==> src/rtl/capcnt_bank.sv <==
// capcnt_bank: N-channel tick-counting capture bank with Wishbone CSRs.
// Ports: clk, rst_n, tick[N_CH], cap_src[N_SRC], irq, wb_* slave bus.
module capcnt_bank #(
    parameter int N_CH  = 4,
    parameter int W     = 16,
    parameter int N_SRC = 2
) (
    input  logic             clk,
    input  logic             rst_n,
    input  logic [N_CH-1:0]  tick,
    input  logic [N_SRC-1:0] cap_src,
    output logic             irq,
    input  logic [7:0]       wb_addr,
    output logic [31:0]      wb_rdata,
    input  logic [31:0]      wb_wdata,
    input  logic             wb_we,
    input  logic             wb_cyc,
    output logic             wb_ack
);

    localparam logic [W-1:0] CMAX = '1;

    logic [W-1:0]    cnt     [N_CH];
    logic [W-1:0]    cap_reg [N_CH];
    logic [N_CH-1:0] wrap;
    logic [N_CH-1:0] ovf;
    logic [N_CH-1:0] wrap_now;
    logic [N_CH-1:0] ovf_clr;

    logic       en;
    logic [3:0] cap_sel;
    logic       irq_en;
    logic       cap_valid;
    logic       cap_miss;
    logic [7:0] cap_seq;

    logic [15:0] src_ext;
    logic        cap;
    logic        wr;
    logic        wr_csr;
    logic        wr_ovf;
    logic [31:0] rd_val;
    logic        unused_ok;

    // Sources beyond N_SRC read as 0, so cap_sel >= N_SRC never captures.
    always_comb begin
        src_ext = 16'(cap_src);
        cap     = en & src_ext[cap_sel];
        wr      = wb_cyc & wb_ack & wb_we;
        wr_csr  = wr & (wb_addr == 8'h00);
        wr_ovf  = wr & (wb_addr == 8'h01);
        ovf_clr = wr_ovf ? wb_wdata[N_CH-1:0] : '0;
        for (int i = 0; i < N_CH; i++) begin
            wrap_now[i] = tick[i] & (cnt[i] == CMAX);
        end
    end

    assign unused_ok = ^wb_wdata;

    // Counters restart each interval; a tick coinciding with a capture
    // becomes the first count of the new interval.
    always_ff @(posedge clk or negedge rst_n) begin
        if (!rst_n) begin
            for (int i = 0; i < N_CH; i++) begin
                cnt[i]     <= '0;
                cap_reg[i] <= '0;
            end
            wrap <= '0;
        end else if (!en) begin
            for (int i = 0; i < N_CH; i++) begin
                cnt[i] <= '0;
            end
            wrap <= '0;
        end else if (cap) begin
            for (int i = 0; i < N_CH; i++) begin
                cap_reg[i] <= cnt[i];
                cnt[i]     <= tick[i] ? W'(1) : '0;
            end
            wrap <= wrap_now;
        end else begin
            for (int i = 0; i < N_CH; i++) begin
                if (tick[i]) begin
                    cnt[i] <= cnt[i] + W'(1);
                end
            end
            wrap <= wrap | wrap_now;
        end
    end

    // Status bits: a capture in the same cycle as a write-1 clear wins.
    always_ff @(posedge clk or negedge rst_n) begin
        if (!rst_n) begin
            en        <= 1'b0;
            cap_sel   <= '0;
            irq_en    <= 1'b0;
            cap_valid <= 1'b0;
            cap_miss  <= 1'b0;
            cap_seq   <= '0;
            ovf       <= '0;
            irq       <= 1'b0;
        end else begin
            if (wr_csr) begin
                en      <= wb_wdata[0];
                cap_sel <= wb_wdata[7:4];
                irq_en  <= wb_wdata[8];
            end
            cap_valid <= (cap_valid & ~(wr_csr & wb_wdata[16])) | cap;
            cap_miss  <= (cap_miss & ~(wr_csr & wb_wdata[17]))
                       | (cap & cap_valid);
            if (cap) begin
                cap_seq <= cap_seq + 8'd1;
            end
            ovf <= (ovf & ~ovf_clr) | (cap ? wrap : '0);
            irq <= irq_en & cap_valid;
        end
    end

    always_comb begin
        rd_val = '0;
        if (wb_addr == 8'h00) begin
            rd_val = {cap_seq, 6'b0, cap_miss, cap_valid,
                      7'b0, irq_en, cap_sel, 3'b0, en};
        end else if (wb_addr == 8'h01) begin
            rd_val = 32'(ovf);
        end
        for (int i = 0; i < N_CH; i++) begin
            if (wb_addr == 8'(16 + i)) begin
                rd_val = 32'(cap_reg[i]);
            end
        end
    end

    always_ff @(posedge clk or negedge rst_n) begin
        if (!rst_n) begin
            wb_ack   <= 1'b0;
            wb_rdata <= '0;
        end else begin
            wb_ack   <= wb_cyc & ~wb_ack;
            wb_rdata <= (wb_cyc & ~wb_ack) ? rd_val : '0;
        end
    end

endmodule

==> config.mk <==
export PLATFORM = sky130hd
export DESIGN_NAME = capcnt_bank
export DESIGN_NICKNAME = d
export VERILOG_FILES = /design/src/rtl/capcnt_bank.sv
export SDC_FILE = /design/constraint.sdc
export NUM_CORES = 1
export LEC_CHECK = 0
export BUFFER_PORTS_ARGS = -buffer_cell sky130_fd_sc_hd__buf_2
export CAP_MARGIN = 20
export CORE_MARGIN = 4
export CORE_UTILIZATION = 45
export CTS_CLUSTER_DIAMETER = 120
export DETAILED_ROUTE_END_ITERATION = 7
export GPL_ROUTABILITY_DRIVEN = 0
export PLACE_DENSITY = 0.65
export REMOVE_ABC_BUFFERS = 1
export SLEW_MARGIN = 5
export SYNTH_ARGS = -nofsm -noshare
export SYNTH_HDL_FRONTEND = slang
export SYNTH_SLANG_ARGS = --single-unit
==> constraint.sdc <==
create_clock -name clk -period 4.8 [get_ports clk]
set_clock_uncertainty 0.15 [all_clocks]
set_input_delay 0.72 -clock clk [delete_from_list [all_inputs] [get_ports clk]]
set_output_delay 0.72 -clock clk [all_outputs]
set_load 0.1 [all_outputs]
* After elaboration in Yosys (flattened, before gate mapping) *
Index checks and enable logic that the tools add are counted.

storage, ports and cells
  bits in registers = 186
  input port bits = 50
  output and inout port bits = 34
  word-level logic and storage cells = 88

cells by class
  add/subtract/negate cells = 5
  order comparisons = 1
  equality and inequality tests = 13
  multiplexer cells = 23
  bitwise operators = 25
  reductions and logical operators = 2

operator list
  cell                                                         number
  two-way mux 32 bit                                           6
  two-way mux 64 bit                                           2
  adder 16 x 1 -> 16 bit (second input constant)               4
  equality test 16 bit (second input constant)                 4
  two-way mux 16 bit                                           4
  equality test 8 x 5 -> 1 bit (second input constant)         4
  two-way mux 4 bit                                            5
  AND 1 bit                                                    16
  != test 3 x 2 -> 1 bit (second input constant)               4
  adder 8 x 1 -> 8 bit (second input constant)                 1
  equality test 8 x 1 -> 1 bit (second input constant)         1
  logical NOT 8 bit                                            1
  OR 4 bit                                                     2
  less-than comparator 4 x 5 -> 1 bit (second input constant)  1
  two-way mux 1 bit                                            5
  AND 4 bit                                                    1
  binary-select mux 1 bit (select 4 bit)                       1
  inverter 4 bit                                               1
  inverter 1 bit                                               3
  OR 1 bit                                                     2
  AND reduction 2 bit                                          1

* Depth between registers and ports, before layout *
  depth after elaboration = 8
  gate-level depth with buffers = 7
  mapped depth without buffers = 5

* Worst setup path before layout *
OpenSTA, ideal clock, no wires.

  path kind = input -> register
  from = input port wb_addr[5]
  to = register cap_sel[0]
  setup time = 0.125 ns
  arrival = 2.130 ns
  data required time = 4.525 ns
  setup slack = 2.396 ns
  stages = 4
  buffers on the path = 0
  cell sequence = or3_4 -> or2_4 -> nor4_4 -> mux2_2

on the way
  word-level cells in the longest chain between the ends = 2

RTL lines
  element                 line  text
  start: declaration      13    input logic [7:0] wb_addr,
  logical NOT 8 bit       50    wr_csr = wr & (wb_addr == 8'h00);
  AND 1 bit               50
  end signal: assignment  104   cap_sel <= wb_wdata[7:4];
  end: declaration        31    logic [3:0] cap_sel;

Every way passes these cells.
A chain may end at the register's enable or synchronous reset.

* Worst setup path after layout *
  from = register cap_sel[1]
  to = register cnt[15] (netlist bit)

on the way
  word-level cells in the longest chain between the ends = 5
  elaborated cells on any way between the ends = 6
  classes of those cells = eq/ne (1); mux (4); bitwise (1)

RTL lines
  element                                    line  text
  binary-select mux 1 bit (select 4 bit) *   48    cap = en & src_ext[cap_sel];
  two-way mux 1 bit (not written as such) *  48
  AND 1 bit *                                48
  two-way mux 64 bit                         74    end else if (cap) begin
  two-way mux 64 bit                         69    end else if (!en) begin
  end signal: indexed assignment             77    cnt[i] <= tick[i] ? W'(1) : '0;
  end signal: indexed assignment             83    cnt[i] <= cnt[i] + W'(1);
  end: declaration                           23    logic [W-1:0] cnt [N_CH];

Mark *: on every way between the ends. The rest lies on a longest branch, timed or not. The select of a mux whose other input is x is not followed.

==> flow_metrics.tcl <==
set metrics [dict create \
    arrival_ns 2.70 \
    synth.distinct_cells 52 \
    grt_use_total 0.193 \
    synthSimpleGateAreaFrac 0.243 \
    drt-total-wl_um 18600 \
    hold_slack_ns 0.184 \
    yosysMostFrequentCell "nand2_1" \
    synth_top_area_cell "dfrtp_1" \
    avgRoutedWirePerCell_um 16.6 \
    r2r_start "cap_sel[1]" \
    fin_crit_sh 0.532 \
    rsz0062_at_grt "false" \
    initial_core_util 0.457 \
    cp.required_ns 4.94 \
    fin_area_um2 9250 \
    synth_edf_count 0 \
    place_ws_ns 1.94 \
    final_max_slew_viol_count 0 \
    clk_pin_slew_ns 0.06 \
    cpPeakStageDelay_ns 0.77 \
    dieArea_um2 20400 \
    postPlaceCellArea_um2 8640 \
    power.density_nw_per_um2 334 \
    worstSetupEndpointType "register" \
    grt_remaining_overflow 0 \
    final_layout_size_suffix_gt1_frac 0.134 \
    syn_avg_cell_area_um2 9.69 \
    r2r_cells 4 \
    cp_max_fo 32 \
    cts_buffers 17 \
    hp-class "input pin to asynchronous set/reset pin" \
    ctsHoldBuffers 0 \
    layout.nets 937 \
    final_hold_viol_count 0 \
    critPathSlowestCell "o21ai_4" \
    synth.mux.area_fraction 0.0364 \
    fmax_mhz 391 \
    period_needed_ns 2.55 \
    tns_ns 0 \
    dpl.hpwl_um 12700 \
    synth.cells.most_frequent "nand2_1 (227), dfrtp_1 (180), nor2_1 (56)" \
    worst_slack_ns 2.25 \
    ys_ff_latch 180 \
    ys.flop_type "dfrtp_1" \
    synth_compound_area_frac 0.0736 \
    synthTopCellsByArea "dfrtp_1 (55%), nand2_1 (10%), xnor2_1 (3.6%)" \
    die_h_um 143 \
    grt_max_degree 98 \
    fill_cells 1658 \
    cts-root-buf "clkbuf_16" \
    r2r_slack_ns 2.25 \
    cts_setup_buffers 0 \
    yosys.area.top_type_share 0.551 \
    drt_iter0_drc 504 \
    maxSlewHeadroom 0.391 \
    synthAdderAreaFrac 0.00765 \
    synth_top_family_by_area "simple AND/OR/NAND/NOR gates" \
    area_growth_pct 13.1 \
    setup_viol 0 \
    cts_tree "built" \
    syn_inst 844 \
    portBuffers 56 \
    yosysWarnings 0 \
    avgViaCountPerCell 5.40 \
    drcViolationCount 0 \
    synth_xor_area_frac 0.0546 \
    r2r_end "cnt[15]" \
    critPathLaunch "cap_sel[1]" \
    dr.pass1.iters 5 \
    cts_resized 0 \
    startpoint_type "register" \
    final_antenna_net_count 0 \
    status "finished clean" \
    antenna_found_initial 0 \
    die_x_um 143 \
    irDropWorstVdd_v 0.000241 \
    path_cells "or3_1 -> o21ai_4 -> buf_4 -> nor2_1" \
    clkSinkCount 180 \
    ys_async_sr_fraction 1.00 \
    max-cap-violations 0 \
    synth_area_um2 8180 \
    rows 49 \
    yosysSeqAreaShare 0.551 \
    clk_path_buf_depth 2 \
    coreArea_um2 17900 \
    path_class "register to register" \
    ios 84 \
    tightest_slew_ns 0.910 \
    p_leak_nw 4.27 \
    first_global_vias 5856 \
    htree_levels 4 \
    power_mw 3.09 \
    grt_pass1_wl_um 31100 \
    insertion_delay_ns 0.43 \
    vias 6070 \
]
layout by cell type (no fill, tap or decap), drive strengths merged, types with 11 or more instances in the layout:
cell type	instances
a21oi	16
and2	17
and3	14
buf	61
clkbuf	22
dfrtp	180
inv	16
nand2	227
nand3	21
nand4	25
nor2	56
nor3	12
nor4	17
o21ai	45
o31ai	11
or3	15
xnor2	34
xor2	17
cells by family (layout without fill, tap and decap cells):
group           Yosys count  in the layout
flops                   180            180
buf+inv                  63            108
simple gates            426            426
xor+xnor                 51             51
other cells               1              7
fa+ha+maj                 5              5
mux                      20             20
compound gates           98             98
worst max-delay path: cells and delay by family, from the launching register on:
family | cells | cell delay [ns]
flops | 1 | 0.41
simple gates | 2 | 0.64
compound gates | 1 | 0.77
buf+inv | 1 | 0.45
through the flow:
step                std cells  utilization
floorplan                 802            -
CTS                      1123        0.517
detailed placement       1092        0.482
global placement         1091        0.482
finish                   1124        0.517
global route             1123        0.517
report_power, final:
group          internal (mW)  switching [mW]
clock network          0.869           0.564
logic                 0.0277          0.0987
registers               1.53         0.00596
final cells by class:
type,instances,area [um2],share of cell area
antenna,1,2.50,0.000271
clock inverter,9,126,0.0137
sequential,180,4500,0.487
clock buffer,22,484,0.0523
tap,229,287,0.0310
inverter,16,60.1,0.00649
multi-input combinational,606,3440,0.372
timing repair buffer,61,347,0.0375
worst max-delay path by stage:
stage | endpoint
after detailed placement | wb_rdata[0]
after CTS | cnt[15]
after global routing | cap_reg[30]
final | cnt[15]
after global placement | cap_sel[3]
after floorplan | cnt[31]
per-layer routing:
metal,vias up,track usage,wire [um]
met3,20,0.0419,918
met1,2974,0.279,8950
met4,0,0.0630,371
li1,2932,-,-
met5,-,0,0
met2,144,0.290,8400
Power figures use the tool's default switching activity.
